`src/rtl/ccg_bist_pkg.sv`:
```
// Shared types and constants for the CCG netlist self-test harness:
// FSM states, LFSR taps, MISR polynomial and the default LFSR seed.
package ccg_bist_pkg;

    typedef enum logic [1:0] {IDLE, RUN, DONE} state_t;

    localparam int          LFSR_TAP_HI  = 20;
    localparam int          LFSR_TAP_LO  = 18;
    localparam logic [15:0] MISR_POLY    = 16'h1021;
    localparam logic [20:0] DEFAULT_SEED = 21'h000001;
    localparam int          MAX_SIG_W    = 32;

    // One MISR step of width w (w <= MAX_SIG_W): feedback is the top bit plus every
    // bit sitting below a polynomial tap, then the response is XORed in.
    function automatic logic [MAX_SIG_W-1:0] misr_next(
        input logic [MAX_SIG_W-1:0] s,
        input logic [MAX_SIG_W-1:0] d,
        input logic [MAX_SIG_W-1:0] poly,
        input int                   w
    );
        logic [MAX_SIG_W-1:0] mask;
        logic                 fb;
        mask = (w >= MAX_SIG_W) ? {MAX_SIG_W{1'b1}}
                                : ((MAX_SIG_W'(1) << w) - MAX_SIG_W'(1));
        fb   = ^(s & mask & ((poly >> 1) | (MAX_SIG_W'(1) << (w - 1))));
        return ({s[MAX_SIG_W-2:0], fb} & mask) ^ d;
    endfunction

endpackage

```
`src/rtl/ccg_bist_harness_if.sv`:
```
// Harness-to-controller bus: run control, golden signature, netlist response
// in one direction; stimulus, status and signature in the other.
interface ccg_bist_harness_if #(
    parameter int IN_W  = 21,
    parameter int OUT_W = 10,
    parameter int SIG_W = 16
);
    logic             start;
    logic [SIG_W-1:0] golden;
    logic [OUT_W-1:0] response_in;
    logic [IN_W-1:0]  pattern_out;
    logic             busy;
    logic             done;
    logic             pass;
    logic             fail;
    logic [SIG_W-1:0] signature;
    logic [20:0]      pat_count;

    modport master (
        output start, golden, response_in,
        input  pattern_out, busy, done, pass, fail, signature, pat_count
    );

    modport slave (
        input  start, golden, response_in,
        output pattern_out, busy, done, pass, fail, signature, pat_count
    );
endinterface

```
`src/rtl/ccg_misr.sv`:
```
// Multiple-input signature register compacting the netlist response vector.
module ccg_misr
    import ccg_bist_pkg::*;
#(
    parameter int SIG_W = 16,
    parameter int OUT_W = 10
) (
    input  logic             clk,
    input  logic             rst,
    input  logic             clear,
    input  logic             enable,
    input  logic [OUT_W-1:0] data_in,
    output logic [SIG_W-1:0] sig
);
    logic [SIG_W-1:0] r_sig;
    logic [SIG_W-1:0] w_next;

    assign w_next = SIG_W'(misr_next(MAX_SIG_W'(r_sig), MAX_SIG_W'(data_in),
                                     MAX_SIG_W'(MISR_POLY), SIG_W));
    assign sig    = r_sig;

    always_ff @(posedge clk or posedge rst) begin
        if (rst)         r_sig <= '0;
        else if (clear)  r_sig <= '0;
        else if (enable) r_sig <= w_next;
    end
endmodule

```
`src/rtl/ccg_bist_harness.sv`:
```
// LFSR stimulus generator, MISR response compactor and run FSM for
// self-testing a 21-in / 10-out combinational CCG netlist.
module ccg_bist_harness
    import ccg_bist_pkg::*;
#(
    parameter int              IN_W         = 21,
    parameter int              OUT_W        = 10,
    parameter int              SIG_W        = 16,
    parameter int              NUM_PATTERNS = 1024,
    parameter logic [IN_W-1:0] SEED         = IN_W'(DEFAULT_SEED)
) (
    input logic               clk,
    input logic               rst,
    ccg_bist_harness_if.slave bus
);
    // An all-zero LFSR would lock up, so a zero seed is promoted to 1.
    localparam logic [IN_W-1:0] SEED_EFF = (SEED == '0) ? IN_W'(1) : SEED;
    localparam logic [20:0]     LAST     = 21'(NUM_PATTERNS);

    state_t           r_state;
    logic [IN_W-1:0]  r_pat;
    logic [20:0]      r_cnt;
    logic             r_busy;
    logic             r_done;
    logic             r_pass;
    logic             r_fail;

    logic             w_lfsr_fb;
    logic [20:0]      w_cnt_next;
    logic             w_clear;
    logic             w_enable;
    logic [SIG_W-1:0] w_sig;
    logic [SIG_W-1:0] w_sig_next;

    assign w_lfsr_fb  = r_pat[LFSR_TAP_HI] ^ r_pat[LFSR_TAP_LO];
    assign w_cnt_next = r_cnt + 21'd1;
    assign w_enable   = (r_state == RUN);
    assign w_clear    = (r_state != RUN) && bus.start;

    // Post-absorb signature, so the verdict lands on the same edge as the last absorb.
    assign w_sig_next = SIG_W'(misr_next(MAX_SIG_W'(w_sig), MAX_SIG_W'(bus.response_in),
                                         MAX_SIG_W'(MISR_POLY), SIG_W));

    ccg_misr #(.SIG_W(SIG_W), .OUT_W(OUT_W)) u_misr (
        .clk     (clk),
        .rst     (rst),
        .clear   (w_clear),
        .enable  (w_enable),
        .data_in (bus.response_in),
        .sig     (w_sig)
    );

    always_ff @(posedge clk or posedge rst) begin
        if (rst) begin
            r_state <= IDLE;
            r_pat   <= SEED_EFF;
            r_cnt   <= '0;
            r_busy  <= 1'b0;
            r_done  <= 1'b0;
            r_pass  <= 1'b0;
            r_fail  <= 1'b0;
        end else begin
            case (r_state)
                IDLE, DONE: begin
                    if (bus.start) begin
                        r_state <= RUN;
                        r_pat   <= SEED_EFF;
                        r_cnt   <= '0;
                        r_busy  <= 1'b1;
                        r_done  <= 1'b0;
                        r_pass  <= 1'b0;
                        r_fail  <= 1'b0;
                    end
                end
                RUN: begin
                    r_pat <= {r_pat[IN_W-2:0], w_lfsr_fb};
                    r_cnt <= w_cnt_next;
                    if (w_cnt_next == LAST) begin
                        r_state <= DONE;
                        r_busy  <= 1'b0;
                        r_done  <= 1'b1;
                        r_pass  <= (w_sig_next == bus.golden);
                        r_fail  <= (w_sig_next != bus.golden);
                    end
                end
                default: begin
                    r_state <= IDLE;
                    r_busy  <= 1'b0;
                    r_done  <= 1'b0;
                    r_pass  <= 1'b0;
                    r_fail  <= 1'b0;
                end
            endcase
        end
    end

    assign bus.pattern_out = r_pat;
    assign bus.busy        = r_busy;
    assign bus.done        = r_done;
    assign bus.pass        = r_pass;
    assign bus.fail        = r_fail;
    assign bus.signature   = w_sig;
    assign bus.pat_count   = r_cnt;
endmodule

```
`src/flat_wrapper.sv`:
```
// flat-port wrapper written by rule: the top's interface ports become plain ports
module ccg_bist_harness_flat import ccg_bist_pkg::*;
#(
    parameter int              IN_W         = 21,
    parameter int              OUT_W        = 10,
    parameter int              SIG_W        = 16,
    parameter int              NUM_PATTERNS = 1024,
    parameter logic [IN_W-1:0] SEED         = IN_W'(DEFAULT_SEED)
)
  (clk, rst, bus_start, bus_golden, bus_response_in, bus_pattern_out, bus_busy, bus_done, bus_pass, bus_fail, bus_signature, bus_pat_count);
  ccg_bist_harness_if #(.IN_W(IN_W), .OUT_W(OUT_W), .SIG_W(SIG_W)) bus_i ();
  input logic clk;
  input logic rst;
  input wire logic [$bits(bus_i.start)-1:0] bus_start;
  input wire logic [$bits(bus_i.golden)-1:0] bus_golden;
  input wire logic [$bits(bus_i.response_in)-1:0] bus_response_in;
  output wire logic [$bits(bus_i.pattern_out)-1:0] bus_pattern_out;
  output wire logic [$bits(bus_i.busy)-1:0] bus_busy;
  output wire logic [$bits(bus_i.done)-1:0] bus_done;
  output wire logic [$bits(bus_i.pass)-1:0] bus_pass;
  output wire logic [$bits(bus_i.fail)-1:0] bus_fail;
  output wire logic [$bits(bus_i.signature)-1:0] bus_signature;
  output wire logic [$bits(bus_i.pat_count)-1:0] bus_pat_count;
  assign bus_i.start = bus_start;
  assign bus_i.golden = bus_golden;
  assign bus_i.response_in = bus_response_in;
  assign bus_pattern_out = bus_i.pattern_out;
  assign bus_busy = bus_i.busy;
  assign bus_done = bus_i.done;
  assign bus_pass = bus_i.pass;
  assign bus_fail = bus_i.fail;
  assign bus_signature = bus_i.signature;
  assign bus_pat_count = bus_i.pat_count;
  ccg_bist_harness #(.IN_W(IN_W), .OUT_W(OUT_W), .SIG_W(SIG_W), .NUM_PATTERNS(NUM_PATTERNS), .SEED(SEED)) u_core (.clk(clk), .rst(rst), .bus(bus_i));
endmodule
```
`config.mk`:
```
export PLATFORM = sky130hd
export DESIGN_NAME = ccg_bist_harness_flat
export DESIGN_NICKNAME = d
export VERILOG_FILES = /design/src/rtl/ccg_bist_pkg.sv /design/src/rtl/ccg_bist_harness_if.sv /design/src/rtl/ccg_misr.sv /design/src/rtl/ccg_bist_harness.sv /design/src/flat_wrapper.sv
export SDC_FILE = /design/constraint.sdc
export NUM_CORES = 1
export LEC_CHECK = 0
export CAP_MARGIN = 0
export CORE_UTILIZATION = 35
export CTS_CLUSTER_DIAMETER = 60
export DETAILED_ROUTE_END_ITERATION = 6
export PLACE_DENSITY = 0.68
export SLEW_MARGIN = 30
export SYNTH_ARGS = -nofsm -noshare
export SYNTH_HDL_FRONTEND = slang
export SYNTH_HIERARCHICAL = 1
export SYNTH_SLANG_ARGS = --single-unit
```
`constraint.sdc`:
```
create_clock -name clk -period 2.2 [get_ports clk]
set_input_delay 0.44 -clock clk [delete_from_list [all_inputs] [get_ports clk]]
set_output_delay 0.44 -clock clk [all_outputs]
set_load 0.1 [all_outputs]
```
==> impl_summary.md, run 1 <==
Logic synthesis
The adder-cell area share of the yosys netlist is 0.00361. In the synthesized netlist, the number of instances is approximately 340. The most area-hungry cell type in the Yosys netlist is dfrtp_1.

The library cell with the highest instance count after synthesis is dfrtp_1. In the post-synthesis netlist, the biggest area contributors are dfrtp_1 (45%), xnor2_1 (10%), a22o_1 (5.8%). Of the post-synthesis cell area, the dominant cell type holds 0.447. In this run the cell area of the synthesized design comes to between 3000 and 4000 µm². The synthesized netlist contains 54 unique library cells. Counting flops and latches in the post-synthesis netlist gives 63. The main combinational cell family by area after synthesis is compound AO/OA/AOI/OAI gates.

The post-synthesis simple-gate area fraction is 0.162. The net count after synthesis is approximately 370. In the synthesized netlist the dominant register cell turns out to be dfrtp_1. Sorting the synthesized cells by how often they occur yields dfrtp_1 (62), xnor2_1 (40), o21ai_0 (34).

The warning count from the yosys run is 6. Of the total synthesized cell area, the portion taken by XOR and XNOR cells is 0.111. Counting flops with an async set or reset pin after synthesis yields a share of 1.00. The multiplexer fraction of the synthesized cell area is 0.0350. The sequential element share of the synthesized area is 0.455.

The number of flops mapped to enable cells by yosys is 0. The mean post-synth cell area is 10.4 µm². The complex-gate fraction of the synthesized area is 0.187.

Setup path
The largest incremental delay on the critical path is roughly 0.44 ns. At the worst endpoint, the arrival time is between 2 and 2.5 ns. The peak fanout along the critical path is 5. The critical path data required time is around 2.5 ns.

The worst setup path is launched from a flip-flop. The setup path with the least slack is of type flip-flop to flip-flop. The worst setup path is captured at a flip-flop. The logic depth of the worst register-to-register path is 7. Traced cell by cell, the critical path runs through and4_4 -> nand3_4 -> mux2_4 -> o22a_4 -> a2111oi_4 -> buf_4 -> mux2i_1. The slowest library cell on the worst path is dfrtp_4.

GRT
The number of antenna violations at the first check in global routing is 0. In the global route stage, overall resource usage came out at 0.183. The sum of overflow across all layers after global routing is 0.

The via count of the first global-routing pass is approximately 2900. The wire length of the first global-routing pass is 14.6 mm. The largest net degree at the start of global routing is 66.

Routing
The average via count per standard cell is 5.14. The post-route antenna net violation count is 0. The total via count after detailed routing is about 3000.

The final layout contains routed wiring with a total length of ~9 mm. The first-pass iteration count of the detailed router is 4. The initial DRC count is between 100 and 150. The final routed DRC violation total is 0. After detailed routing, the average wire length per cell comes to roughly 16 µm.

Floorplanning
The overall die width is about 100 µm. The starting density of the core is 0.368. The area of the die is 10300 µm².

From bottom edge to top edge, the die measures 102 µm. The total area inside the core boundary comes to 9420 µm². The boundary pin count is 91. The number of core rows is 35.

STA
Setup repair after global routing could not meet its margin everywhere. The smallest clock period supported by the final layout is computed as 2.16 ns. For the final database, setup skew stands at 0.00612 ns. The actual slew at the worst max-slew pin is between 0.7 and 0.8 ns. The final count of hold timing violations is 0.

For this run, the top clock speed supported by timing is about 460 MHz. Setup violations remaining at the end of the flow were counted as 0. The period utilization is 0.984.

The number of slew-limit violations in the final report is 0. The worst pin sits at a relative slew slack of 0.527.

Clocking
Clock-pin slew was measured on the worst setup and hold paths at roughly 0.07 ns. At the later pin of the worst-skew pair, clock insertion delay measures around 0.34 ns. The CTS tree is done. The tree built by TritonCTS fans out to 63 sinks.

The count of H-tree levels built during CTS is 3. The root buffer cell is clkbuf_8. The number of clock buffers added by TritonCTS is 9. The clock passes through at most 2 buffers.

Final layout
Of the cells placed in the final design, the portion with a size suffix greater than 1 is 0.348. Leaving out filler cells and counting taps, the final layout contains just under 600. The layout has 860 filler cells. The total inserted antenna cells is 0. At the end of the flow the core is filled with cells to 0.512.

The final layout contains between 400 and 500 nets. From synthesis to final layout, the design area changed by 39.0%.

Power and ir drop
The cell area power density is roughly 1000 nW/µm². The worst vdd rail ir drop is roughly 1100 µV. In this run the static leakage power is between 2 and 2.5 nW.

Placement
The placed cell count is 557. The number of port buffers is 90. Detailed placement ended at an HPWL of between 6 and 7 mm. The global placement routability congestion is 0.780.

Min path
The min-delay analysis places its worst path in the category input pin to async pin.

Flow run
The max-cap check violation count is 0.

Run status
The flow ran to the end, and the final reports show no timing, DRC or antenna violations.
final timing paths:
path	start	to	slack (ns)
worst max-delay path	u_core/bus.pat_count[4]$_DFFE_PP0P_	u_core/bus.fail$_DFFE_PP0P_	0.04
worst min-delay path	rst	u_core/bus.pattern_out[16]$_DFFE_PP0P_	0.46
worst max register to register	u_core/bus.pat_count[4]$_DFFE_PP0P_	u_core/bus.fail$_DFFE_PP0P_	0.04
worst min register to register	u_core/bus.pattern_out[0]$_DFFE_PP1P_	u_core/bus.pattern_out[0]$_DFFE_PP1P_	0.52
max in group asynchronous	rst	u_core/bus.pat_count[14]$_DFFE_PP0P_	1.18
min in group clk	u_core/bus.pattern_out[0]$_DFFE_PP1P_	u_core/bus.pattern_out[0]$_DFFE_PP1P_	0.52
logic make-up after synthesis:
kind of cell | Yosys count
and+or+nand+nor | 98
xor gates and xnor gates | 44
AOI/OAI and AO/OA | 92
muxes | 12
adders and majority gates | 1
buffers and inverters | 25
DFF | 63
cell usage in the layout, fill, tap and decap left out, drive strengths merged, types with 5 or more instances in the layout:
cell / synthesis / final
o21ai: 35 / 35
clkdlybuf4s50: 0 / 28
nor3: 6 / 6
a211oi: 10 / 10
a21oi: 6 / 6
nand3: 6 / 6
and4: 5 / 5
and3: 7 / 7
buf: 12 / 96
dfrtp: 62 / 62
a31oi: 6 / 6
nand2: 23 / 23
xnor2: 40 / 40
nor2: 28 / 28
nand4: 10 / 10
mux2i: 11 / 11
clkbuf: 9 / 11
a22o: 23 / 23
report_power, final:
| group | internal, mW | total, mW | switching (mW) |
|---|---|---|---|
| clock network | 0.670 | 1.13 | 0.464 |
| registers | 1.31 | 1.57 | 0.263 |
| logic | 0.630 | 2.09 | 1.46 |
through the flow:
step	setup WS, ns	TNS, ns	area (µm²)	hold slack [ns]	power, mW
CTS	0.00505	0	4750	0.463	4.83
floorplan	-0.183	-0.762	3520	0.354	3.21
detailed placement	-0.0603	-0.0788	4480	0.516	3.69
global placement	0.0446	0	4480	0.507	3.67
finish	0.0354	0	4820	0.463	4.80
global route	-0.0231	-0.0288	4820	0.483	4.99
cell type report:
cell class | count | area [µm²] | area share
Clock buffer | 11 | 141 | 0.0293
Tap cell | 129 | 161 | 0.0335
Sequential cell | 63 | 1620 | 0.337
Inverter | 4 | 15.0 | 0.00311
Clock inverter | 5 | 81.3 | 0.0169
Timing Repair Buffer | 124 | 1010 | 0.210
Multi-Input combinational cell | 247 | 1780 | 0.370
per-layer routing:
layer,track usage,wire length [µm]
met5,0,0
met1,0.247,4070
met2,0.290,4450
met3,0.0455,471
met4,0.0580,83
flip-flops by register name (all words and copies together) (netlist names):
| name | flops |
|---|---|
| u_core/bus.busy | 1 |
| u_core/bus.done | 1 |
| u_core/bus.fail | 1 |
| u_core/bus.pass | 1 |
| u_core/bus.pat_count | 21 |
| u_core/bus.pattern_out | 21 |
| u_core/r_state | 1 |
| u_core/u_misr/sig | 16 |
what timing repair did:
item,in CTS,in global routing
hold buffers,0,0
setup buffers,5,5
pin swaps,3,2
resized for setup,3,7
endpoints found under the setup margin,2,3
critical path, delay by kind of cell (launching register included):
kind	cells	cell delay (ns)
and+or+nand+nor	2	0.38
buffers and inverters	1	0.19
muxes	2	0.50
DFF	1	0.44
AOI/OAI and AO/OA	2	0.56
Power figures use the tool's default switching activity.
==> inputs of run 2 (changes only) <==
- CORE_UTILIZATION: 35 -> 44
- PLACE_DENSITY: 0.68 -> 0.81
==> impl_summary.md, run 2 (synthesis results as in run 1) <==
Run status
The run finished, with violations left. The checks that failed: negative setup slack.

STA
The clock tree skew after final layout is between 0.009 and 0.01 ns. Counting I/O delays and the setup requirement, the final critical path takes ~2.2 ns. Across all hold checks on the routed design, the worst slack comes to 0.374 ns.

At the pin with the least slew margin, the transition time is between 0.6 and 0.7 ns. The final count of hold timing violations is 0. Setup repair after global routing could not meet its margin everywhere. In this run the tightest slew margin relative to its limit is 0.535. Setup violations remaining at the end of the flow were counted as 2. The period utilization is 1.00. Derived from the worst setup path, the maximum achievable clock frequency is 453 MHz. The minimum setup slack in the final design is -0.00722 ns. The number of slew-limit violations in the final report is 0.

Placement
Routability-driven placement finished with a final weighted congestion of around 0.83. Counting tap cells, the placed design contains a total of around 530 instances. The HPWL after detailed placement is ~6.1 mm.

During placement, the flow inserted port buffers numbering 90.

Routing
The first detailed-routing pass took 4 iterations. The post-route antenna net violation count is 0. The initial DRC count is around 120. The final routed DRC violation total is 0.

The final layout contains routed wiring with a total length of between 8 and 9 mm. In the final routed layout, each cell accounts on average for approximately 16 µm. The average via count per standard cell is 5.53. The routed layout has 3024 vias.

Min path
The type of the worst min-delay path is input pin to async pin.

Power and ir drop
For this design the ratio of total power to cell area is between 1000 and 1500 nW/µm². Summed over all nets, the switching power comes to approximately 2.2 mW. VDD sags by at most between 1500 and 2000 µV. The internal power component is between 2 and 3 mW. The post-route total power is between 4 and 5 mW. The switching share of power is 0.453. The sequential cell fraction of total power is 0.324.

For this design the static power due to leakage is about 2.0 nW. The power share of the combinational group is 0.441. The part of the total power dissipated in the clock network is 0.235.

Setup path
The peak fanout along the critical path is 7. For the worst setup path, the data required time is about 2.5 ns. The worst endpoint data arrival time is 2.46 ns. The most critical setup path has its startpoint at u_core/bus.pat_count[0]$_DFFE_PP0P_.

The endpoint identified for the worst register-to-register timing path is u_core/bus.fail$_DFFE_PP0P_. The critical path start-end classification is flip-flop to flip-flop. The largest incremental delay on the critical path is about 0.48 ns. The worst-case register-to-register setup slack is -0.007 ns. Traced cell by cell, the critical path runs through ha_4 -> buf_6 -> nand4_1 -> xnor2_1 -> nor2_1 -> o2111ai_2 -> a2111oi_4 -> mux2i_1. The startpoint type of the worst setup path is a flip-flop. The worst setup path is captured at a flip-flop. On the critical path, the stage with the largest delay is an instance of a2111oi_4.

The critical register-to-register path startpoint is u_core/bus.pat_count[0]$_DFFE_PP0P_. Measured in cells, the most critical reg-to-reg path has a length of 8.

Floorplanning
The die height is 90.8 µm. In this run the horizontal extent of the chip is slightly above 90 µm. The die covers between 8000 and 9000 µm². The placeable core region is between 7000 and 8000 µm². In this run the count of I/O pins placed on the die edge is between 90 and 100. The number of core rows is 32.

The initial utilization of the core area, before any placement, comes to 0.451.

Clocking
The maximum number of buffers from clock root to sink is 2. After clock tree synthesis, the clock-pin slew on the worst setup and hold paths is about 0.07 ns. For the worst-skew pair, the clock arrives at the later sink with an insertion delay of about 0.34 ns. Buffers inserted during clock tree synthesis total 9. CTS saw 63 sinks. CTS built an H-tree with a depth of 3. The root buffer cell is clkbuf_8. TritonCTS built the clock tree.

Flow run
The tool flagged a number of max-cap violations equal to 0.

Final layout
In the final design database the tool counted between 400 and 500 nets. The number of fill cells is 670. The final design utilization is 0.616. Summing all multi-input logic gate instances after layout gives 1810 µm².

The area occupied by registers is 1620 µm². The total inserted antenna cells is 0. In the layout the commonest cells are buf_4 (86), dfrtp_1 (45), xnor2_1 (40). The finished layout holds between 500 and 600 standard cells, fillers aside.

The share of final-layout standard cells stronger than drive strength 1 is 0.339. Compared with the post-synthesis result, the final layout area differs by 36.5%. Leaving out fill and tap cells, the most frequent cell in the layout is buf_4.

GRT
The largest net degree at the start of global routing is 66. The wire length of the first global-routing pass is 14.3 mm. The global router's overall resource usage is 0.220. The via count of the first global-routing pass was 2972. The total overflow left after global routing is 0. The number of antenna violations at the first check in global routing is 0.
[run 2: layout make-up]
class	count	area share
inverters	4	0.00317
clock inverters	5	0.0172
multi-input cells	247	0.382
repair buffers	115	0.198
well taps	102	0.0269
flip-flops and latches	63	0.343
clock buffers	11	0.0299
[run 2: stage by stage]
stage	instance area (µm²)	setup slack, ns	TNS (ns)
2_1_floorplan	3520	-0.183	-0.762
3_3_place_gp	4420	0.0169	0
3_5_place_dp	4420	-0.0514	-0.135
4_1_cts	4680	0.00552	0
5_1_grt	4740	-0.106	-0.410
6_report	4740	-0.00722	-0.0108
[run 2: worst max path at each step]
stage	cells after the start	slack [ns]	endpoint
after floorplan	8	-0.18	u_core/bus.fail$_DFFE_PP0P_
after global routing	8	-0.11	u_core/bus.pass$_DFFE_PP0P_
final	8	-0.007	u_core/bus.fail$_DFFE_PP0P_
after CTS	6	0.006	u_core/bus.fail$_DFFE_PP0P_
after global placement	7	0.02	u_core/bus.pass$_DFFE_PP0P_
after detailed placement	7	-0.05	u_core/bus.fail$_DFFE_PP0P_
[run 2: worst max-delay path: cells and delay by family, from the launching register on]
family                     cells  cell delay, ns
xor gates and xnor gates       1            0.15
muxes                          1            0.24
adders and majority gates      1            0.18
AOI/OAI and AO/OA              2            0.69
buffers and inverters          1            0.11
DFF                            1            0.46
and+or+nand+nor                2            0.28
[run 2: routing by layer]
layer | global-route usage | share of wire | vias up
met3 | 0.0463 | 0.058 | 17
met5 | 0 | 0 | -
li1 | - | - | 1424
met1 | 0.282 | 0.43 | 1462
met4 | 0.103 | 0.022 | 0
met2 | 0.356 | 0.49 | 121
[run 2: power groups by stage]
stage               logic, mW  clock network, mW  registers [mW]
floorplan               0.580                  0            2.63
global placement         2.09                  0            1.57
detailed placement       2.13                  0            1.57
CTS                      2.12               1.14            1.56
global route             2.21               1.20            1.59
finish                   2.11               1.13            1.55
[run 2: what timing repair did]
item | 4_1_cts | 5_1_grt
endpoints found under the setup margin | 5 | 5
endpoints found under the hold margin | 0 | 0
pin swaps | 1 | 7
resized for setup | 7 | 7
setup buffers | 0 | 2
hold buffers | 0 | 0
